`src/rtl/mac_rx_frame_reader.sv`:
```
// rtl/mac_rx_frame_reader.sv - pops rx descriptors and streams each frame's bytes downstream
// Errored or zero-length frames are read out of the data FIFO and dropped, with a count kept.
module mac_rx_frame_reader #(
  parameter int LEN_W = 12,
  parameter int CNT_W = 16
) (
  input  logic             clk,
  input  logic             rstn_sys,
  output logic             rx_ptr_fifo_rd,
  input  logic [19:0]      rx_ptr_fifo_dout,
  input  logic             rx_ptr_fifo_empty,
  output logic             rx_data_fifo_rd,
  input  logic [7:0]       rx_data_fifo_dout,
  output logic             out_valid,
  input  logic             out_ready,
  output logic [7:0]       out_data,
  output logic             out_sof,
  output logic             out_eof,
  output logic [6:0]       out_meta,
  output logic [CNT_W-1:0] frame_cnt,
  output logic [CNT_W-1:0] drop_cnt
);

  typedef enum logic [2:0] {IDLE, PTR_WAIT, STREAM, DRAIN, DONE} state_e;

  state_e           state_q, state_d;
  logic [LEN_W-1:0] rem_q, rem_d;
  logic [6:0]       meta_q, meta_d;
  logic             sof_pend_q, sof_pend_d;
  logic             infl_q, infl_d;
  logic             infl_sof_q, infl_sof_d;
  logic             infl_eof_q, infl_eof_d;
  logic [1:0]       occ_q, occ_d;
  logic [1:0][9:0]  skid_q, skid_d;
  logic [CNT_W-1:0] frame_q, frame_d;
  logic [CNT_W-1:0] drop_q, drop_d;

  logic       pop;
  logic       stream_rd;
  logic       drain_rd;
  logic       ins_hi;
  logic [1:0] occ_after;
  logic       desc_err;
  logic [LEN_W-1:0] desc_len;

  assign desc_len = rx_ptr_fifo_dout[LEN_W-1:0];
  assign desc_err = rx_ptr_fifo_dout[12];

  assign out_valid = (occ_q != 2'd0);
  assign pop       = out_valid && out_ready;
  // Occupancy counts the byte leaving this cycle as gone, which keeps 1 byte/cycle flowing.
  assign occ_after = occ_q - {1'b0, pop} + {1'b0, infl_q};
  assign stream_rd = (state_q == STREAM) && (rem_q != '0) && (occ_after < 2'd2);
  assign drain_rd  = (state_q == DRAIN) && (rem_q != '0);
  assign ins_hi    = (occ_q > {1'b0, pop});

  assign out_data  = skid_q[0][7:0];
  assign out_eof   = skid_q[0][8];
  assign out_sof   = skid_q[0][9];
  assign out_meta  = meta_q;
  assign frame_cnt = frame_q;
  assign drop_cnt  = drop_q;

  always_ff @(posedge clk or negedge rstn_sys) begin
    if (!rstn_sys) begin
      state_q <= IDLE;
    end else begin
      state_q <= state_d;
    end
  end

  always_comb begin
    state_d = state_q;
    case (state_q)
      IDLE:     if (!rx_ptr_fifo_empty) state_d = PTR_WAIT;
      PTR_WAIT: state_d = (desc_err || desc_len == '0) ? DRAIN : STREAM;
      STREAM:   if (pop && out_eof) state_d = DONE;
      DRAIN:    if (rem_q <= LEN_W'(1)) state_d = IDLE;
      DONE:     state_d = IDLE;
      default:  state_d = IDLE;
    endcase
  end

  always_comb begin
    rx_ptr_fifo_rd  = (state_q == IDLE) && !rx_ptr_fifo_empty && rstn_sys;
    rx_data_fifo_rd = stream_rd || drain_rd;
  end

  always_comb begin
    rem_d      = rem_q;
    meta_d     = meta_q;
    sof_pend_d = sof_pend_q;
    skid_d     = skid_q;
    frame_d    = frame_q;
    drop_d     = drop_q;
    infl_d     = stream_rd;
    infl_sof_d = sof_pend_q;
    infl_eof_d = (rem_q == LEN_W'(1));
    occ_d      = occ_after;

    if (state_q == PTR_WAIT) begin
      rem_d      = desc_len;
      meta_d     = rx_ptr_fifo_dout[19:13];
      sof_pend_d = 1'b1;
    end
    if (rx_data_fifo_rd) rem_d = rem_q - LEN_W'(1);
    if (stream_rd) sof_pend_d = 1'b0;

    if (pop) skid_d[0] = skid_q[1];
    if (infl_q) skid_d[ins_hi] = {infl_sof_q, infl_eof_q, rx_data_fifo_dout};

    if (state_q == DONE) frame_d = frame_q + CNT_W'(1);
    if (state_q == DRAIN && rem_q <= LEN_W'(1)) drop_d = drop_q + CNT_W'(1);
  end

  always_ff @(posedge clk or negedge rstn_sys) begin
    if (!rstn_sys) begin
      rem_q      <= '0;
      meta_q     <= '0;
      sof_pend_q <= 1'b0;
      infl_q     <= 1'b0;
      infl_sof_q <= 1'b0;
      infl_eof_q <= 1'b0;
      occ_q      <= '0;
      skid_q     <= '0;
      frame_q    <= '0;
      drop_q     <= '0;
    end else begin
      rem_q      <= rem_d;
      meta_q     <= meta_d;
      sof_pend_q <= sof_pend_d;
      infl_q     <= infl_d;
      infl_sof_q <= infl_sof_d;
      infl_eof_q <= infl_eof_d;
      occ_q      <= occ_d;
      skid_q     <= skid_d;
      frame_q    <= frame_d;
      drop_q     <= drop_d;
    end
  end

endmodule

```
`config.mk`:
```
export PLATFORM = sky130hd
export DESIGN_NAME = mac_rx_frame_reader
export DESIGN_NICKNAME = d
export VERILOG_FILES = /design/src/rtl/mac_rx_frame_reader.sv
export SDC_FILE = /design/constraint.sdc
export NUM_CORES = 1
export LEC_CHECK = 0
export CAP_MARGIN = 0
export CORE_MARGIN = 5
export CORE_UTILIZATION = 34
export DETAILED_ROUTE_END_ITERATION = 12
export GPL_TIMING_DRIVEN = 0
export SLEW_MARGIN = 25
export SYNTH_ARGS = -nofsm -noshare
export SYNTH_HDL_FRONTEND = slang
export SYNTH_SLANG_ARGS = --single-unit
export TNS_END_PERCENT = 20
```
`constraint.sdc`:
```
create_clock -name clk -period 3.6 [get_ports clk]
set_input_delay 0.72 -clock clk [delete_from_list [all_inputs] [get_ports clk]]
set_output_delay 0.72 -clock clk [all_outputs]
set_load 0.005 [all_outputs]
```
**Word-level counts from Yosys, hierarchy flattened**

Cells that the tools add are included.

- Bits in registers: 80
- Output and inout port bits: 52
- Logic and storage cells: 63

- $add $sub $neg: 5
- Order comparisons: 5
- Equality and inequality tests: 8
- Multiplexer cells: 14
- Reduce and logical (&&, ||, !) cells: 19

Operators with widths:

| kind | number |
|---|---|
| adder 16 x 1 -> 16 bit (second input constant) | 2 |
| two-way mux 10 bit | 3 |
| two-way mux 12 bit | 2 |
| bitwise mux 20 bit | 1 |
| == test 12 x 1 -> 1 bit (second input constant) | 1 |
| <= comparator 12 x 1 -> 1 bit (second input constant) | 1 |
| logical NOT 12 bit | 1 |
| one-hot mux 3 bit (4 select lines) | 1 |
| nonzero test 12 bit | 1 |
| subtractor 12 x 1 -> 12 bit (second input constant) | 1 |
| demux 10 bit (select 1 bit) | 1 |
| logical AND 1 bit | 9 |
| two-way mux 3 bit | 3 |
| == test 3 x 2 -> 1 bit (second input constant) | 2 |
| nonzero test 2 bit | 3 |
| != test 2 bit (second input constant) | 2 |
| == test 3 x 1 -> 1 bit (second input constant) | 1 |
| == test 3 bit (second input constant) | 1 |
| logical NOT 3 bit | 1 |
| two-way mux 1 bit | 3 |
| AND reduction 3 bit | 1 |
| adder 2 x 1 -> 2 bit | 1 |
| > comparator 2 x 1 -> 1 bit | 1 |
| logical OR 1 bit | 2 |
| other kinds (6) | 6 |

**Logic depth before layout (Yosys ltp)**

- Depth after elaboration: 9
- Depth in mapped cells: 13

**Worst setup path after synthesis**

No wires, ideal clock.

- Kind: input to output
- From: input port out_ready
- To: output port rx_data_fifo_rd
- Arrival time: 2460 ps
- Required time: 2880 ps
- Setup slack: 420 ps
- Stages: 10
- Path through: and2_1 -> clkbuf_1 -> buf_2 -> ha_1 -> inv_1 -> ha_1 -> xnor3_1 -> o21ba_2 -> nand2_1 -> inv_2

- Word-level cells in the longest chain between the ends: 6

Ends and longest elaborated chain:

| what | line | RTL |
|---|---|---|
| start: declaration | 15 | `input logic out_ready,` |
| logical AND 1 bit | 50 | `assign pop = out_valid && out_ready;` |
| subtractor 2 x 1 -> 2 bit | 52 | `assign occ_after = occ_q - {1'b0, pop} + {1'b0, infl_q};` |
| adder 2 x 1 -> 2 bit | 52 |  |
| < comparator 2 bit | 53 | `assign stream_rd = (state_q == STREAM) && (rem_q != '0) && (occ_after < 2'd2);` |
| logical AND 1 bit | 53 |  |
| logical OR 1 bit | 86 | `rx_data_fifo_rd = stream_rd \|\| drain_rd;` |
| end: declaration | 12 | `output logic rx_data_fifo_rd,` |

No other way between the ends.

**Worst setup path in the final report**

Same ends and word-level chain as after synthesis.

==> results.toml <==
[worst_setup_path]
crit_fanout = 8
cp_cell_sequence = "clkdlybuf4s50_1 > and2_4 > buf_6 > ha_1 > inv_1 > ha_1 > xnor3_1 > o21ba_4 > nand2_8 > inv_6 > dlygate4sd2_1"
ff2ff_path_depth = 13
cp-start-kind = "primary input"
worstPathRequired_ns = 2.88
arrival_ns = 2.76
cp-end-kind = "primary output"
cpMostUsedCell = "ha_1"
path_class = "primary input to primary output"
max_stage_delay_ns = 0.45
cpMaxStageDelayCell = "clkdlybuf4s50_1"

[synth]
syn-instance-count = 365
ys_top_cells_by_area = "dfrtp_1 (52%), nand2_1 (5.9%), xnor2_1 (3.8%)"
synth.distinct_cells = 55
ys_seq_area_share_pct = 51.7
yosys.area.top_type = "dfrtp_1"
mappedNetlistArea_um2 = 3870
yosysWarnings = 0
yosys.area.top_type_share_pct = 51.7
synth_seq_cells = 80
netlist_top_cells_count = "dfrtp_1 (80), nand2_1 (61), nor2_1 (19), xnor2_1 (17), nor4_1 (14)"
ys.flop_type = "dfrtp_1"
yosysMostFrequentCell = "dfrtp_1"
syn_nets = 406
syn_area_per_cell_um2 = 10.6
synth-edff-count = 0
async_flop_share_pct = 100

[routing]
viasPerCell = 4.94
route.detailed.wl_per_inst_um = 14.8
ant_nets = 0
postRouteWirelength_um = 9070
first_pass_iters = 4
drc = 0
route.vias.total = 3036
drt_iter0_drc = 101

[cells_and_area]
fillCellCount = 1071
drive_gt1_share_pct = 15.3
diodes = 0
fin_nets = 507
syn_to_final_growth_pct = 36.3
design_area_um2 = 5280
final_util_pct = 46.8

[grt]
antenna_found_initial = 0
grt_overflow = 0
grt_pass1_vias = 3087
grt_pass1_wl_um = 15100
grt_max_degree = 46
grt_use_total_pct = 14.1

[die]
rows = 39
io_pins = 84
design.core.area_um2 = 11300
start_util_pct = 34.4
fp.dieW_um = 117
die-area_um2 = 13600
die_h_um = 117

[job]
maxCapViolations = 0

[sta]
rsz0062_at_grt = "false"
period_share_pct = 96.6
final.setup_skew_ns = 0.00643
slew_violations = 0
period_needed_ns = 3.48
finalHoldWorstSlack_ns = 0.353
setup-violations-final = 0
hold_violations = 0
fmax_mhz = 288
worstMarginPinSlew_ns = 0.896
relSlewSlack_pct = 39.7

[clock_tree]
h-tree-depth = 3
clock_latency_ns = 0.34
clkSinkCount = 80
hold_buffers = 0
cts_buffers = 9
cts_root_buf = "clkbuf_16"
clockBufferDepth = 2
clkTransAtPathRegs_ns = 0.06
tritoncts = "done"

[power]
p_leak_nw = 2.34
peakVddDrop_mv = 0.209
power_density_nw_per_um2 = 392
finalPower_w = 0.00207

[status]
outcome = "completed"

[min_path]
hold_class = "primary input to asynchronous set/reset pin"

[placement]
dp_hpwl_um = 6420
numPortBuffers = 83
placed_area_um2 = 4910
gp_congestion = 0.820
==> metrics by stage <==
stage | TNS [ns] | instances | worst slack (ns)
2_1_floorplan | 0 | 365 | 0.420
4_1_cts | 0 | 613 | 0.0388
5_1_grt | 0 | 614 | 0.0430
6_report | 0 | 614 | 0.122
3_3_place_gp | -93.71 | 591 | -1.96
3_5_place_dp | -1.57 | 592 | -0.875
==> cells by family (layout without fill, tap and decap cells) <==
group,count (synthesis),in the layout,share of synthesized area (%)
simple gates,149,149,20.0
flops,80,80,51.7
compound gates,44,44,8.08
xor+xnor,31,31,7.37
buf+inv,30,136,3.85
mux,22,22,6.07
fa+ha+maj,9,9,2.91
==> where the power goes <==
| group | internal (W) | switching (W) |
|---|---|---|
| Clock | 0.000533 | 0.000368 |
| Combinational | 0.000144 | 0.000108 |
| Sequential | 0.000911 | 0.00000502 |
| Total | 0.00159 | 0.000481 |
==> routing by layer <==
| metal | global-route usage (%) | wire length [um] | share of wire (%) | up-vias |
|---|---|---|---|---|
| met2 | 22.3 | 4210 | 46 | 78 |
| met3 | 4.20 | 625 | 6.9 | 11 |
| met1 | 18.2 | 4060 | 45 | 1471 |
| li1 | - | - | - | 1476 |
| met4 | 5.73 | 171 | 1.9 | 0 |
| met5 | 0 | 0 | 0 | - |
==> path summary, 6_finish.rpt <==
kind / from / slack (ns) / endpoint
max: out_ready / 0.12 / rx_data_fifo_rd
min: rstn_sys / 0.35 / out_meta[2]$_DFFE_PN0P_
max reg2reg: occ_q[1]$_DFF_PN0_ / 0.35 / rem_q[6]$_DFFE_PN0P_
min reg2reg: infl_sof_d$_DFFE_PN0P_ / 0.38 / infl_sof_q$_DFF_PN0_
max in group asynchronous: rstn_sys / 2.64 / out_sof$_DFF_PN0_
min in group clk: infl_sof_d$_DFFE_PN0P_ / 0.38 / infl_sof_q$_DFF_PN0_
==> area by class of cell <==
class                   instances  area (um^2)  share of cell area, %
inverters                      12         50.0                  0.948
well taps                     143          179                   3.39
plain buffers                  17          106                   2.01
multi-input cells             255         1750                   33.1
repair buffers                 91          907                   17.2
flip-flops and latches         80         2000                   37.9
clock inverters                 6         60.1                   1.14
clock buffers                  10          229                   4.34
==> registers in the layout, summed over array words and instances (netlist names) <==
name	flops
out_sof	1
skid_q	10
out_meta	7
state_q	3
infl_eof_q	1
rem_q	12
out_data	8
drop_cnt	16
out_eof	1
occ_q	2
infl_sof_d	1
frame_cnt	16
infl_q	1
infl_sof_q	1
==> worst max-delay path, delay by kind of cell <==
family / cells / cell delay, ns
buffers and inverters: 5 / 0.91
xor gates and xnor gates: 1 / 0.25
AOI/OAI and AO/OA: 1 / 0.24
adders and majority gates: 2 / 0.36
and+or+nand+nor: 2 / 0.27
==> placed cells by master (no fill, tap or decap), types with 3 or more instances in the layout <==
master and n:
a21oi_1 7, a221o_1 4, and3_1 6, buf_2 4
buf_4 16, clkbuf_1 5, clkbuf_16 9, clkdlybuf4s50_1 81
clkinv_2 3, dfrtp_1 80, ha_1 9, inv_1 10
mux2_2 12, mux2i_1 10, nand2_1 60, nand3_1 12
nand4_1 3, nor2_1 19, nor3_1 9, nor4_1 14
o21a_1 3, o21ai_0 12, or2_2 3, xnor2_1 17
xor2_1 13
==> timing repair <==
action                                  4_1_cts  5_1_grt
gates resized for setup                      10        1
pin swaps                                     1        1
endpoints found under the setup margin        1        1
buffers inserted                              6        1
No activity file was read; power rests on OpenSTA's default activity.
